**src/rtl/mips_pkg.sv**
```systemverilog
// Shared types and defaults for the MIPS fetch front end.
package mips_pkg;

  localparam int          XLEN_DEFAULT     = 32;
  localparam logic [31:0] RESET_PC_DEFAULT = 32'h0000_0000;
  localparam logic [31:0] INSTR_NOP        = 32'h0000_0000;

  typedef struct packed {
    logic [31:0] pc;
    logic [31:0] instr;
  } fetch_entry_t;

endpackage

```
**src/rtl/fetch_queue.sv**
```systemverilog
// Prefetch FIFO of {pc, instr} entries with single-cycle flush.
module fetch_queue
  import mips_pkg::*;
#(
  parameter  int DEPTH = 4,
  localparam int CW    = $clog2(DEPTH + 1)
) (
  input  logic          clk,
  input  logic          rst_n,
  input  logic          push,
  input  fetch_entry_t  push_data,
  input  logic          pop,
  input  logic          flush,
  output fetch_entry_t  head,
  output logic [CW-1:0] count,
  output logic          empty,
  output logic          full
);

  localparam int PW = $clog2(DEPTH);

  fetch_entry_t  mem_q [DEPTH];
  logic [PW-1:0] wr_q, wr_d, rd_q, rd_d;
  logic [CW-1:0] cnt_q, cnt_d;
  logic          push_ok, pop_ok;

  always_comb begin
    empty   = (cnt_q == '0);
    full    = (cnt_q == CW'(DEPTH));
    count   = cnt_q;
    head    = mem_q[rd_q];
    pop_ok  = pop && !empty && !flush;
    push_ok = push && (!full || pop_ok) && !flush;
    wr_d    = wr_q;
    rd_d    = rd_q;
    cnt_d   = cnt_q;
    if (flush) begin
      wr_d  = '0;
      rd_d  = '0;
      cnt_d = '0;
    end else begin
      // DEPTH is a power of two, so pointer overflow is the modulo wrap
      if (push_ok) wr_d = wr_q + PW'(1);
      if (pop_ok)  rd_d = rd_q + PW'(1);
      cnt_d = cnt_q + CW'(push_ok) - CW'(pop_ok);
    end
  end

  always_ff @(posedge clk or negedge rst_n) begin
    if (!rst_n) begin
      wr_q  <= '0;
      rd_q  <= '0;
      cnt_q <= '0;
    end else begin
      wr_q  <= wr_d;
      rd_q  <= rd_d;
      cnt_q <= cnt_d;
    end
  end

  always_ff @(posedge clk) begin
    if (push_ok) mem_q[wr_q] <= push_data;
  end

endmodule

```
**src/rtl/fetch_unit.sv**
```systemverilog
// Instruction-fetch front end: PC generation, credit-limited memory requests,
// prefetch queue towards decode, and redirect with stale-response discard.
module fetch_unit
  import mips_pkg::*;
#(
  parameter int              XLEN     = XLEN_DEFAULT,
  parameter int              DEPTH    = 4,
  parameter logic [XLEN-1:0] RESET_PC = RESET_PC_DEFAULT,
  parameter int              PC_STEP  = 4
) (
  input  logic            clk,
  input  logic            rst_n,
  output logic            imem_req_valid,
  input  logic            imem_req_ready,
  output logic [XLEN-1:0] imem_req_addr,
  input  logic            imem_rsp_valid,
  input  logic [XLEN-1:0] imem_rsp_data,
  input  logic            redirect_valid,
  input  logic [XLEN-1:0] redirect_pc,
  output logic            out_valid,
  input  logic            out_ready,
  output logic [XLEN-1:0] out_pc,
  output logic [XLEN-1:0] out_instr,
  output logic [XLEN-1:0] pc
);

  localparam int CW = $clog2(DEPTH + 1);

  logic [XLEN-1:0] fetch_pc_q, fetch_pc_d, resp_pc_q, resp_pc_d, redirect_pc_al;
  logic [CW-1:0]   outst_q, outst_d, drop_q, drop_d, q_count;
  logic [CW:0]     credit_used;
  logic            q_empty, q_full, q_push, q_pop, req_fire;
  fetch_entry_t    q_head, q_push_data;

  always_comb begin
    redirect_pc_al = {redirect_pc[XLEN-1:2], 2'b00};
    credit_used    = {1'b0, q_count} + {1'b0, outst_q};
    // Gated by rst_n so the request line reads low while reset is held
    imem_req_valid = rst_n && !redirect_valid && !q_full &&
                     (credit_used < (CW+1)'(DEPTH));
    req_fire       = imem_req_valid && imem_req_ready;
    out_valid      = !q_empty;
    q_push         = imem_rsp_valid && (drop_q == '0) && !redirect_valid;
    q_pop          = out_valid && out_ready && !redirect_valid;
    q_push_data    = '{pc: resp_pc_q, instr: imem_rsp_data};
    outst_d        = outst_q + CW'(req_fire) - CW'(imem_rsp_valid);
    drop_d         = drop_q;
    fetch_pc_d     = fetch_pc_q;
    resp_pc_d      = resp_pc_q;
    if (redirect_valid) begin
      // Every response still in flight belongs to the old stream
      drop_d     = outst_q - CW'(imem_rsp_valid);
      fetch_pc_d = redirect_pc_al;
      resp_pc_d  = redirect_pc_al;
    end else begin
      if (imem_rsp_valid && drop_q != '0) drop_d = drop_q - CW'(1);
      if (req_fire) fetch_pc_d = fetch_pc_q + XLEN'(PC_STEP);
      if (q_push)   resp_pc_d  = resp_pc_q + XLEN'(PC_STEP);
    end
  end

  always_comb begin
    imem_req_addr = fetch_pc_q;
    pc            = fetch_pc_q;
    out_pc        = out_valid ? q_head.pc : '0;
    out_instr     = out_valid ? q_head.instr : INSTR_NOP;
  end

  always_ff @(posedge clk or negedge rst_n) begin
    if (!rst_n) begin
      fetch_pc_q <= RESET_PC;
      resp_pc_q  <= RESET_PC;
      outst_q    <= '0;
      drop_q     <= '0;
    end else begin
      fetch_pc_q <= fetch_pc_d;
      resp_pc_q  <= resp_pc_d;
      outst_q    <= outst_d;
      drop_q     <= drop_d;
    end
  end

  fetch_queue #(.DEPTH(DEPTH)) u_queue (
    .clk       (clk),
    .rst_n     (rst_n),
    .push      (q_push),
    .push_data (q_push_data),
    .pop       (q_pop),
    .flush     (redirect_valid),
    .head      (q_head),
    .count     (q_count),
    .empty     (q_empty),
    .full      (q_full)
  );

endmodule

```
**config.mk**
```make
export PLATFORM = sky130hd
export DESIGN_NAME = fetch_unit
export DESIGN_NICKNAME = d
export VERILOG_FILES = /design/src/rtl/mips_pkg.sv /design/src/rtl/fetch_queue.sv /design/src/rtl/fetch_unit.sv
export SDC_FILE = /design/constraint.sdc
export NUM_CORES = 1
export LEC_CHECK = 0
export BUFFER_PORTS_ARGS = -buffer_cell sky130_fd_sc_hd__clkbuf_2
export CAP_MARGIN = 20
export CORE_MARGIN = 4
export CORE_UTILIZATION = 50
export CTS_BUF_LIST = sky130_fd_sc_hd__clkbuf_16
export DETAILED_ROUTE_END_ITERATION = 16
export PLACE_DENSITY = 0.83
export SYNTH_ARGS = -nofsm -noshare
export SYNTH_HDL_FRONTEND = slang
export SYNTH_HIERARCHICAL = 1
export SYNTH_SLANG_ARGS = --single-unit
```
**constraint.sdc**
```tcl
create_clock -name clk -period 3.25 [get_ports clk]
set_input_delay 0.65 -clock clk [delete_from_list [all_inputs] [get_ports clk]]
set_output_delay 0.65 -clock clk [all_outputs]
set_load 0.01 [all_outputs]
```
==> results.py <==
metrics = {
    "placed_design": {
        "port-buffer-count": 193,
        "dp_hpwl_mm": 18.9,
        "pre_cts_slack_ns": 0.333,
        "routabilityCongestion": 0.889,
    },
    "logic_synthesis": {
        "synth-seq-cells": 329,
        "synthArstFlopShare_pct": 22.2,
        "syn_area_sq_um": 14400,
        "synth_simple_gate_area_share_pct": 11.1,
        "yosysWarnings": 6,
        "yosysSeqAreaShare_pct": 66.3,
        "synth-compound-area-share_pct": 2.92,
        "syn_inst": 915,
        "synth_area_per_cell_sq_um": 15.7,
        "synth_adder_area_share_pct": 1.67,
        "synth_edf_count": 256,
        "synth_top_family_by_area": "multiplexers",
        "synth.area.mux_share_pct": 11.3,
        "synth-xor-area-share_pct": 2.87,
        "ys.flop_type": "edfxtp_1",
        "ys_types": 57,
    },
    "layout": {
        "final_common_cell": "edfxtp_1",
        "layout_common_cells": "edfxtp_1, clkbuf_2, dfrtp_1",
        "ff_latch_area_sq_um": 9520,
        "area_growth_pct": 16.1,
        "multi_input_area_sq_um": 4350,
        "drive_above_1_share_pct": 31.5,
        "diodes": 0,
        "fin_util_pct": 59.3,
        "fillers": 2166,
        "final_nets": 1188,
    },
    "timing": {
        "fin_tns_setup_ns": 0,
        "grt_setup_unrepaired": "no",
        "drv_slew": 0,
        "finClkSkew_ns": 0.0182,
        "layout_setup_ws_ns": 0.370,
        "fmax_mhz": 347,
        "hold_violations": 0,
        "post-route-min-period_ns": 2.88,
        "slew_headroom_pct": 35.7,
        "fin_crit_sh_pct": 88.6,
        "tightestPinTransition_ns": 0.964,
        "setup_viol": 0,
    },
    "clocking": {
        "cts_buffers": 34,
        "htreeDepth": 2,
        "cts_buffer_depth": 3,
        "cts_setup_buffers": 0,
        "cts.sink_count": 329,
        "cts_tree": "yes",
        "clk_pin_slew_worst_paths_ns": 0.06,
        "holdBufCountCts": 0,
        "ctsResizeCount": 0,
        "clock_latency_ns": 0.51,
        "cts_root_buffer": "clkbuf_16",
    },
    "power_and_ir_drop": {
        "power.density_nw_per_um2": 562,
        "leakagePower_nw": 6.07,
        "vdd_drop_max_mv": 0.276,
    },
    "drt": {
        "wl_per_cell_microns": 20.2,
        "firstDrtPassIters": 5,
        "drtIter0Drc": 720,
        "vias": 8457,
        "post-route-drc-count": 0,
        "vias_per_cell": 5.63,
        "ant_nets": 0,
        "routed_wl_mm": 30.3,
    },
    "setup_path": {
        "cp_num_cells": 4,
        "worst_r2r_path_depth": 13,
        "path_cells": "nor3_2, buf_4, nor2b_1, clkbuf_2",
        "cp_top_family": "buffers and inverters",
        "critPathBufInv": 2,
        "cpPeakStageDelay_ns": 0.57,
        "crit_required_ns": 2.60,
        "slowest_stage": "buf_4",
        "start_kind": "register",
        "crit_type": "reg2out",
        "end_kind": "primary output",
        "crit_path_max_fanout": 64,
        "arrival_ns": 2.23,
    },
    "global_routing": {
        "grt_pass1_wl_mm": 47.4,
        "track_usage_pct": 19.2,
        "grt_max_degree": 74,
        "antenna_found_initial": 0,
        "grt_pass1_vias": 8515,
        "overflow": 0,
    },
    "min_path": {
        "min_path_cells": 1,
        "hold_class": "in2reg",
    },
    "die": {
        "coreArea_sq_um": 28100,
        "initial_core_util_pct": 51.1,
        "io_pins": 200,
        "fp.dieW_microns": 177,
        "die_area_sq_um": 31500,
        "num_rows": 61,
        "die_h_microns": 177,
    },
    "status": {
        "status": "complete, no violations",
    },
    "run": {
        "drv_cap": 0,
    },
}
[Yosys cell counts, types with 4 or more instances]
cell,count,area share [%]
edfxtp_1,256,54
dfrtp_1,73,13
nor2b_1,67,2.9
mux4_2,64,10
nand2_1,49,1.3
buf_4,36,1.9
nand3_1,36,1.3
nor2_1,30,0.78
xor2_1,29,1.8
nand4_1,25,1.1
clkbuf_1,24,0.63
o21ai_1,19,0.66
inv_1,18,0.47
xnor2_1,18,1.1
ha_1,16,1.4
mux2_2,13,1.0
a21oi_1,12,0.42
and2_1,12,0.52
and3_1,12,0.52
o21ai_0,12,0.42
buf_2,10,0.35
nor3_1,7,0.24
o211ai_1,7,0.37
and4_1,6,0.37
or4_1,6,0.31
buf_6,5,0.39
a31oi_1,4,0.17
a41oi_1,4,0.24
nand2b_1,4,0.17
[registers in the layout (all words and copies together) (netlist names)]
register	cells
drop_q	3
resp_pc_q	30
outst_q	3
u_queue/rd_q	2
u_queue/wr_q	2
imem_req_addr	30
u_queue/count	3
u_queue/mem_q	256
[report_power, final]
group,switching (mW),leakage [nW],internal [mW],total (mW)
Clock,1.52,0.538,2.03,3.54
Sequential,0.230,3.18,4.74,4.97
Combinational,0.482,2.35,0.371,0.853
[cells by family (layout without fill, tap and decap cells)]
kind of cell,after synthesis,count (layout)
XOR/XNOR,47,47
other,1,12
flip-flops,329,329
buffers and inverters,96,294
AND/OR/NAND/NOR,275,275
AO/OA/AOI/OAI,69,69
multiplexers,80,80
adder cells (fa/ha/maj),18,18
[path summary, 6_finish.rpt]
check | startpoint | endpoint | slack [ns]
worst max-delay path | u_queue/count[1] | out_pc[24] | 0.37
worst min-delay path | imem_rsp_data[1] | u_queue/mem_q[1][1] | 0.37
worst max register to register | u_queue/count[1] | u_queue/count[2] | 0.53
worst min register to register | imem_req_addr[31] | imem_req_addr[31] | 0.56
max in group asynchronous | rst_n | u_queue/rd_q[0] | 2.12
min in group asynchronous | rst_n | imem_req_addr[6] | 0.43
[final cells by class]
type	instances	area share, %
Clock buffer	35	5.26
Clock inverter	25	0.826
Inverter	19	0.428
Multi-Input combinational cell	501	26.1
Sequential cell	329	57.1
Tap cell	378	2.84
Timing Repair Buffer	215	7.39
[metal layers]
| layer | vias to the layer above | GRT usage, % | wire [microns] |
|---|---|---|---|
| met4 | 0 | 3.90 | 452 |
| met5 | - | 0 | 0 |
| met2 | 363 | 31.6 | 14700 |
| met3 | 40 | 4.45 | 2500 |
| met1 | 4253 | 26.7 | 12600 |
| li1 | 3801 | - | - |
[worst reg2reg max path, stage by stage (launching register included)]
cell	delay (ns)
dfrtp_1	0.57
nor3_2	0.09
inv_1	0.08
and3_1	0.25
nor4b_4	0.07
nor3b_2	0.33
inv_1	0.08
ha_1	0.28
inv_1	0.06
ha_1	0.13
inv_1	0.05
fa_1	0.37
xnor2_1	0.17
nor2_1	0.06
[metrics by stage]
stage | power, mW | cell area (sq um) | hold slack [ns] | std cells
finish | 9.36 | 16700 | 0.370 | 1502
global route | 9.75 | 16700 | 0.355 | 1502
CTS | 9.47 | 16700 | 0.349 | 1502
detailed placement | 5.90 | 15600 | 0.537 | 1442
global placement | 5.87 | 15600 | 0.525 | 1442
floorplan | 5.57 | 14400 | 0.354 | 926
No activity file was read; power rests on OpenSTA's default activity.
